**src/rtl/iencoder_pkg.sv**
```systemverilog
// Shared RV32I encoder definitions: field widths, decoded type/funct codes,
// opcodes and funct3/funct7 constants common to the encoder and decoder.
package iencoder_pkg;

    localparam int unsigned INST_TYPE_WIDTH = 4;
    localparam int unsigned FUNCT_WIDTH     = 4;
    localparam int unsigned IMM_WIDTH       = 32;
    localparam int unsigned REG_WIDTH       = 5;
    localparam int unsigned INST_WIDTH      = 32;

    typedef enum logic [INST_TYPE_WIDTH-1:0] {
        INST_TYPE_IMM     = 4'd0,
        INST_TYPE_AUIPC   = 4'd1,
        INST_TYPE_JAL     = 4'd2,
        INST_TYPE_INT_IMM = 4'd3,
        INST_TYPE_INT_REG = 4'd4,
        INST_TYPE_BRANCH  = 4'd5,
        INST_TYPE_STORE   = 4'd6
    } inst_type_t;

    typedef enum logic [FUNCT_WIDTH-1:0] {
        FUNCT_ADD   = 4'd1,
        FUNCT_SUB   = 4'd2,
        FUNCT_AND   = 4'd3,
        FUNCT_EQ    = 4'd4,
        FUNCT_NEQ   = 4'd5,
        FUNCT_LT    = 4'd6,
        FUNCT_GTE   = 4'd7,
        FUNCT_LTU   = 4'd8,
        FUNCT_GTEU  = 4'd9,
        FUNCT_BYTE  = 4'd10,
        FUNCT_HWORD = 4'd11,
        FUNCT_WORD  = 4'd12
    } funct_t;

    localparam logic [6:0] OPCODE_LUI     = 7'b0110111;
    localparam logic [6:0] OPCODE_AUIPC   = 7'b0010111;
    localparam logic [6:0] OPCODE_JAL     = 7'b1101111;
    localparam logic [6:0] OPCODE_INT_IMM = 7'b0010011;
    localparam logic [6:0] OPCODE_INT_REG = 7'b0110011;
    localparam logic [6:0] OPCODE_BRANCH  = 7'b1100011;
    localparam logic [6:0] OPCODE_STORE   = 7'b0100011;

    localparam logic [2:0] FUNCT3_ADD   = 3'd0;
    localparam logic [2:0] FUNCT3_AND   = 3'd7;
    localparam logic [2:0] FUNCT3_BEQ   = 3'd0;
    localparam logic [2:0] FUNCT3_BNE   = 3'd1;
    localparam logic [2:0] FUNCT3_BLT   = 3'd4;
    localparam logic [2:0] FUNCT3_BGE   = 3'd5;
    localparam logic [2:0] FUNCT3_BLTU  = 3'd6;
    localparam logic [2:0] FUNCT3_BGEU  = 3'd7;
    localparam logic [2:0] FUNCT3_BYTE  = 3'd0;
    localparam logic [2:0] FUNCT3_HWORD = 3'd1;
    localparam logic [2:0] FUNCT3_WORD  = 3'd2;

    localparam logic [6:0] FUNCT7_ADD = 7'b0000000;
    localparam logic [6:0] FUNCT7_SUB = 7'b0100000;

    localparam logic [INST_WIDTH-1:0] INST_NOP = 32'h00000013;

endpackage

```
**src/rtl/iencoder_fifo.sv**
```systemverilog
// Two-entry synchronous FIFO; slot0 is always the head, slot1 the tail.
module iencoder_fifo #(
    parameter int unsigned WIDTH = 8
) (
    input  logic             clk,
    input  logic             rst,
    input  logic             push,
    input  logic [WIDTH-1:0] din,
    output logic             ready,
    input  logic             pop,
    output logic             valid,
    output logic [WIDTH-1:0] dout
);

    logic [1:0]       count;
    logic [WIDTH-1:0] slot0;
    logic [WIDTH-1:0] slot1;
    logic             do_push;
    logic             do_pop;

    assign ready   = (count != 2'd2);
    assign valid   = (count != 2'd0);
    assign dout    = slot0;
    assign do_push = push && ready;
    assign do_pop  = pop && valid;

    always_ff @(posedge clk) begin
        if (!rst) begin
            count <= '0;
            slot0 <= '0;
            slot1 <= '0;
        end else begin
            // With a pop the tail shifts forward; the new entry lands behind whatever remains.
            if (do_pop) begin
                slot0 <= slot1;
                if (do_push) begin
                    if (count == 2'd1) slot0 <= din;
                    else               slot1 <= din;
                end
            end else if (do_push) begin
                if (count == 2'd0) slot0 <= din;
                else               slot1 <= din;
            end
            if (do_push && !do_pop)      count <= count + 2'd1;
            else if (do_pop && !do_push) count <= count - 2'd1;
        end
    end

endmodule

```
**src/rtl/iencoder.sv**
```systemverilog
// RV32I instruction encoder feeding a 2-entry output queue.
// Optional macro IENCODER_RANGE_CHECK_EN flags immediates that do not fit their field.
module iencoder
    import iencoder_pkg::*;
(
    input  logic                       clk,
    input  logic                       rst,
    input  logic                       in_valid,
    output logic                       in_ready,
    input  logic [INST_TYPE_WIDTH-1:0] inst_type,
    input  logic [FUNCT_WIDTH-1:0]     funct,
    input  logic [IMM_WIDTH-1:0]       imm,
    input  logic [REG_WIDTH-1:0]       rd,
    input  logic [REG_WIDTH-1:0]       rs1,
    input  logic [REG_WIDTH-1:0]       rs2,
    output logic                       out_valid,
    input  logic                       out_ready,
    output logic [INST_WIDTH-1:0]      inst,
    output logic                       inst_err,
    output logic [7:0]                 err_count
);

    logic [INST_WIDTH-1:0] word;
    logic                  bad;
    logic                  enc_err;
    logic [2:0]            f3;
    logic                  push;

    always_comb begin
        word = '0;
        bad  = 1'b0;
        f3   = '0;
        case (inst_type)
            INST_TYPE_IMM:   word = {imm[31:12], rd, OPCODE_LUI};
            INST_TYPE_AUIPC: word = {imm[31:12], rd, OPCODE_AUIPC};
            INST_TYPE_JAL:   word = {imm[20], imm[10:1], imm[11], imm[19:12], rd, OPCODE_JAL};
            INST_TYPE_INT_IMM: begin
                case (funct)
                    FUNCT_ADD: f3 = FUNCT3_ADD;
                    FUNCT_AND: f3 = FUNCT3_AND;
                    default:   bad = 1'b1;
                endcase
                word = {imm[11:0], rs1, f3, rd, OPCODE_INT_IMM};
            end
            INST_TYPE_INT_REG: begin
                case (funct)
                    FUNCT_ADD: word = {FUNCT7_ADD, rs2, rs1, FUNCT3_ADD, rd, OPCODE_INT_REG};
                    FUNCT_SUB: word = {FUNCT7_SUB, rs2, rs1, FUNCT3_ADD, rd, OPCODE_INT_REG};
                    FUNCT_AND: word = {FUNCT7_ADD, rs2, rs1, FUNCT3_AND, rd, OPCODE_INT_REG};
                    default:   bad = 1'b1;
                endcase
            end
            INST_TYPE_BRANCH: begin
                case (funct)
                    FUNCT_EQ:   f3 = FUNCT3_BEQ;
                    FUNCT_NEQ:  f3 = FUNCT3_BNE;
                    FUNCT_LT:   f3 = FUNCT3_BLT;
                    FUNCT_GTE:  f3 = FUNCT3_BGE;
                    FUNCT_LTU:  f3 = FUNCT3_BLTU;
                    FUNCT_GTEU: f3 = FUNCT3_BGEU;
                    default:    bad = 1'b1;
                endcase
                word = {imm[12], imm[10:5], rs2, rs1, f3, imm[4:1], imm[11], OPCODE_BRANCH};
            end
            INST_TYPE_STORE: begin
                case (funct)
                    FUNCT_BYTE:  f3 = FUNCT3_BYTE;
                    FUNCT_HWORD: f3 = FUNCT3_HWORD;
                    FUNCT_WORD:  f3 = FUNCT3_WORD;
                    default:     bad = 1'b1;
                endcase
                word = {imm[11:5], rs2, rs1, f3, imm[4:0], OPCODE_STORE};
            end
            default: bad = 1'b1;
        endcase
        if (bad) word = INST_NOP;
    end

`ifdef IENCODER_RANGE_CHECK_EN
    logic range_bad;

    // An immediate fits when every bit above its top field bit copies that bit.
    always_comb begin
        range_bad = 1'b0;
        case (inst_type)
            INST_TYPE_IMM, INST_TYPE_AUIPC:
                range_bad = (imm[11:0] != '0);
            INST_TYPE_JAL:
                range_bad = (imm[31:20] != {12{imm[20]}}) || imm[0];
            INST_TYPE_INT_IMM, INST_TYPE_STORE:
                range_bad = (imm[31:11] != {21{imm[11]}});
            INST_TYPE_BRANCH:
                range_bad = (imm[31:12] != {20{imm[12]}}) || imm[0];
            default:
                range_bad = 1'b0;
        endcase
    end

    assign enc_err = bad || range_bad;
`else
    assign enc_err = bad;
`endif

    assign push = in_valid && in_ready;

    iencoder_fifo #(
        .WIDTH(INST_WIDTH + 1)
    ) u_fifo (
        .clk  (clk),
        .rst  (rst),
        .push (in_valid),
        .din  ({word, enc_err}),
        .ready(in_ready),
        .pop  (out_ready),
        .valid(out_valid),
        .dout ({inst, inst_err})
    );

    always_ff @(posedge clk) begin
        if (!rst) begin
            err_count <= '0;
        end else if (push && enc_err && (err_count != 8'hFF)) begin
            err_count <= err_count + 8'd1;
        end
    end

endmodule
```
**config.mk**
```make
export PLATFORM = sky130hd
export DESIGN_NAME = iencoder
export DESIGN_NICKNAME = d
export VERILOG_FILES = /design/src/rtl/iencoder_pkg.sv /design/src/rtl/iencoder_fifo.sv /design/src/rtl/iencoder.sv
export SDC_FILE = /design/constraint.sdc
export NUM_CORES = 1
export LEC_CHECK = 0
export CORE_ASPECT_RATIO = 2
export CORE_MARGIN = 4
export CORE_UTILIZATION = 49
export DETAILED_ROUTE_END_ITERATION = 7
export PLACE_DENSITY = 0.8
export SYNTH_ARGS = -nofsm -noshare
export SYNTH_HDL_FRONTEND = slang
export SYNTH_SLANG_ARGS = --single-unit
```
**constraint.sdc**
```tcl
create_clock -name clk -period 2.7 [get_ports clk]
set_input_delay 0.54 -clock clk [delete_from_list [all_inputs] [get_ports clk]]
set_output_delay 0.54 -clock clk [all_outputs]
set_load 0.02 [all_outputs]
```
==> run summary <==
Post-Synth XOR/XNOR Area: 0.655%
Pleak: 2.00 nW
YS warnings: 0
VDD IR max: 0.609 mV
CP Cell Sequence: clkdlybuf4s50_1 > or2_2 > a211o_1 > a21boi_0 > nand4_1 > a311oi_1
Largest net degree at the start of global routing: 43
Layout Utilization: 69.7%
Initial antenna violation count: 0
Final setup violation count: 0
Placed Cells: 683
Crit path largest cell delay: 0.70 ns
Synth Net Count: 558
Compound-Gate Fraction of Synth Area: 28.6%
CTS Hold Bufs: 0
Yosys cell types: 63
Fmax achieved: 0.396 GHz
Final worst slack: 0.173 ns
DR vias: 4481
Combinational Power Share: 44.8%
Critical-path maximum fanout: 9
Final WL: 13600 um
First-pass GRT wire length: 22100 um
CP endpoint kind: register
Core area: 0.00794 sq mm
EDFF count, synth: 0
Overall power: 4.88 mW
Post-Synth Simple-Gate Area: 23.4%
Rows: 46
Mux share of post-synthesis cell area: 3.12%
Cell family with most CP delay: compound AO/OA/AOI/OAI gates
P&R area growth vs syn: 37.9%
Per-cell routed wire length: 19.4 um
Fillers: 697
Routed Antenna Nets: 0
Top FF cell, synth: dfxtp_1
Pre-CTS setup slack: -0.0884 ns
Post-Synth Adder-Cell Area: 1.56%
Status: finished clean
RSZ-0062 raised after global routing: false
Root Buffer: clkbuf_16
Initial Util: 50.5%
CP Class: input pin to register
Total setup buffers inserted after CTS: 0
Nets: 662
H-tree depth: 3
Cells after synthesis: 494
Clock Tree Buf Depth: 2
Worst setup SP type: input pin
PortBufs: 101
Final Max Slew Viols: 0
Type of the worst min-delay path: register to register
Synthesized area: 0.00401 sq mm
PwrDens: 883 mW/mm^2
Via density: 6.41
Commonest non-fill, non-tap cell in the layout: clkdlybuf4s50_1
Final std cells w/o fill: 699
Fin crit period: 2.53 ns
Share of layout cells above drive strength 1: 12.6%
TritonCTS clock tree: yes
Syn_area_per_cell: 8.12 sq um
CTS clk-pin slew, worst paths: 0.06 ns
Most frequent cells in the layout: 101 x clkdlybuf4s50_1, 82 x a21oi_1, 74 x dfxtp_1
N_diodes: 0
Switching share of total power: 39.0%
P_sw: 1.91 mW
Tot GR Track Use: 28.7%
Global route total overflow: 0
Rel. slew slack: 46.5%
Final hold violation count: 0
Bufs and invs on worst path: 1
Least-Margin Pin Slew: 0.795 ns
Period utilisation layout: 93.6%
Asr flop ratio synth: 0%
Vias in the first global route: 4569
Skew final: 0.00536 ns
Dpl hpwl: 9650 um
Die Ht: 136 um
CP max-delay cell: clkdlybuf4s50_1
CP Data Required Time: 2.95 ns
Ports placed on the boundary: 102
Worst-skew pair later-pin latency: 0.34 ns
Internal power: 2.98 mW
Max-Cap Viols: 0
Clock power frac: 24.6%
WP data arrival: 2.78 ns
Die W: 72.0 um
Clock sink count: 74
DRT iter0 DRCs: 481
Main combinational cell family by area after synthesis: compound AO/OA/AOI/OAI gates
Flop pwr share: 30.6%
Die area: 0.00979 sq mm
Synth Register Bits: 74
CTS Buf Count: 9
Share of the yosys chip area belonging to registers: 36.9%
PostCTS Resize Cnt: 0
Multi-input gate area: 0.00230 sq mm
GPL Wtd Cong: 0.902
Number of iterations in the first detailed-routing pass: 5
Drt drc: 0
Register area: 0.00148 sq mm
cells in the mapped netlist, types with 6 or more instances:
master | n | area (sq um)
a211oi_1 | 6 | 45.0
a21oi_1 | 83 | 415
a22o_1 | 7 | 61.3
a311oi_1 | 9 | 78.8
clkbuf_1 | 30 | 113
dfxtp_1 | 74 | 1480
inv_1 | 9 | 33.8
mux2i_1 | 8 | 80.1
nand2_1 | 41 | 154
nand2b_1 | 7 | 43.8
nand3_1 | 12 | 60.1
nand4_1 | 36 | 225
nor2_1 | 20 | 75.1
nor3_1 | 6 | 30.0
o21ai_0 | 29 | 145
o22ai_1 | 8 | 50.1
or4_1 | 10 | 75.1
registers in the layout, indices dropped and copies added (netlist names):
signal,count
u_fifo.count,2
u_fifo.dout,32
u_fifo.slot1,32
err_count,8
per-layer routing:
| metal | vias up | part of all wire, % | track usage, % |
|---|---|---|---|
| met4 | 0 | 4.7 | 16.7 |
| met2 | 224 | 52 | 50.2 |
| met1 | 2123 | 37 | 32.0 |
| li1 | 2083 | - | - |
| met3 | 51 | 6.7 | 4.44 |
| met5 | - | 0 | 0 |
per-stage QoR:
| step | hold slack, ns | setup TNS, ns | area, sq um |
|---|---|---|---|
| final | 0.456 | 0 | 5530 |
| after global routing | 0.471 | 0 | 5530 |
| after CTS | 0.455 | 0 | 5530 |
| after detailed placement | 0.447 | -0.338 | 5240 |
| after global placement | 0.442 | -0.0151 | 5240 |
| after floorplan | 0.437 | 0 | 4010 |
cell type report:
class | count | share of cell area [%]
clock buffers | 10 | 4.14
multi-input cells | 368 | 41.7
repair buffers | 136 | 23.5
clock inverters | 6 | 1.18
well taps | 96 | 2.17
inverters | 9 | 0.611
flip-flops and latches | 74 | 26.8
worst reg2reg max path, cell delays in order (launching register included):
cell and delay (ns):
dfxtp_1 0.37, inv_1 0.08, ha_1 0.21, nand2b_1 0.17, inv_1 0.19, nand2_1 0.11
nand2_1 0.42, buf_4 0.25, nor2_1 0.05, a311oi_1 0.24
worst paths after layout:
| check | from | endpoint | slack (ns) | cells past startpoint |
|---|---|---|---|---|
| worst max register to register | u_fifo.count[0] | u_fifo.dout[3] | 0.53 | 9 |
| worst min-delay path | u_fifo.slot1[23] | u_fifo.slot1[23] | 0.46 | 2 |
| worst max-delay path | funct[1] | u_fifo.dout[17] | 0.17 | 6 |
| worst min register to register | u_fifo.slot1[23] | u_fifo.slot1[23] | 0.46 | 2 |
cell families after synthesis:
group,Yosys count
flip-flops,74
buffers and inverters,52
AND/OR/NAND/NOR,164
adder cells (fa/ha/maj),5
multiplexers,12
AO/OA/AOI/OAI,184
XOR/XNOR,3
power by group through the flow:
stage                     Sequential [mW]  Combinational (mW)  Clock, mW
after CTS                            1.49                2.18       1.21
after global placement               1.50                2.12          0
after global routing                 1.52                2.37       1.26
final                                1.49                2.19       1.20
after detailed placement             1.51                2.16          0
after floorplan                      1.70                1.04          0
(Power assumes the default switching activity.)
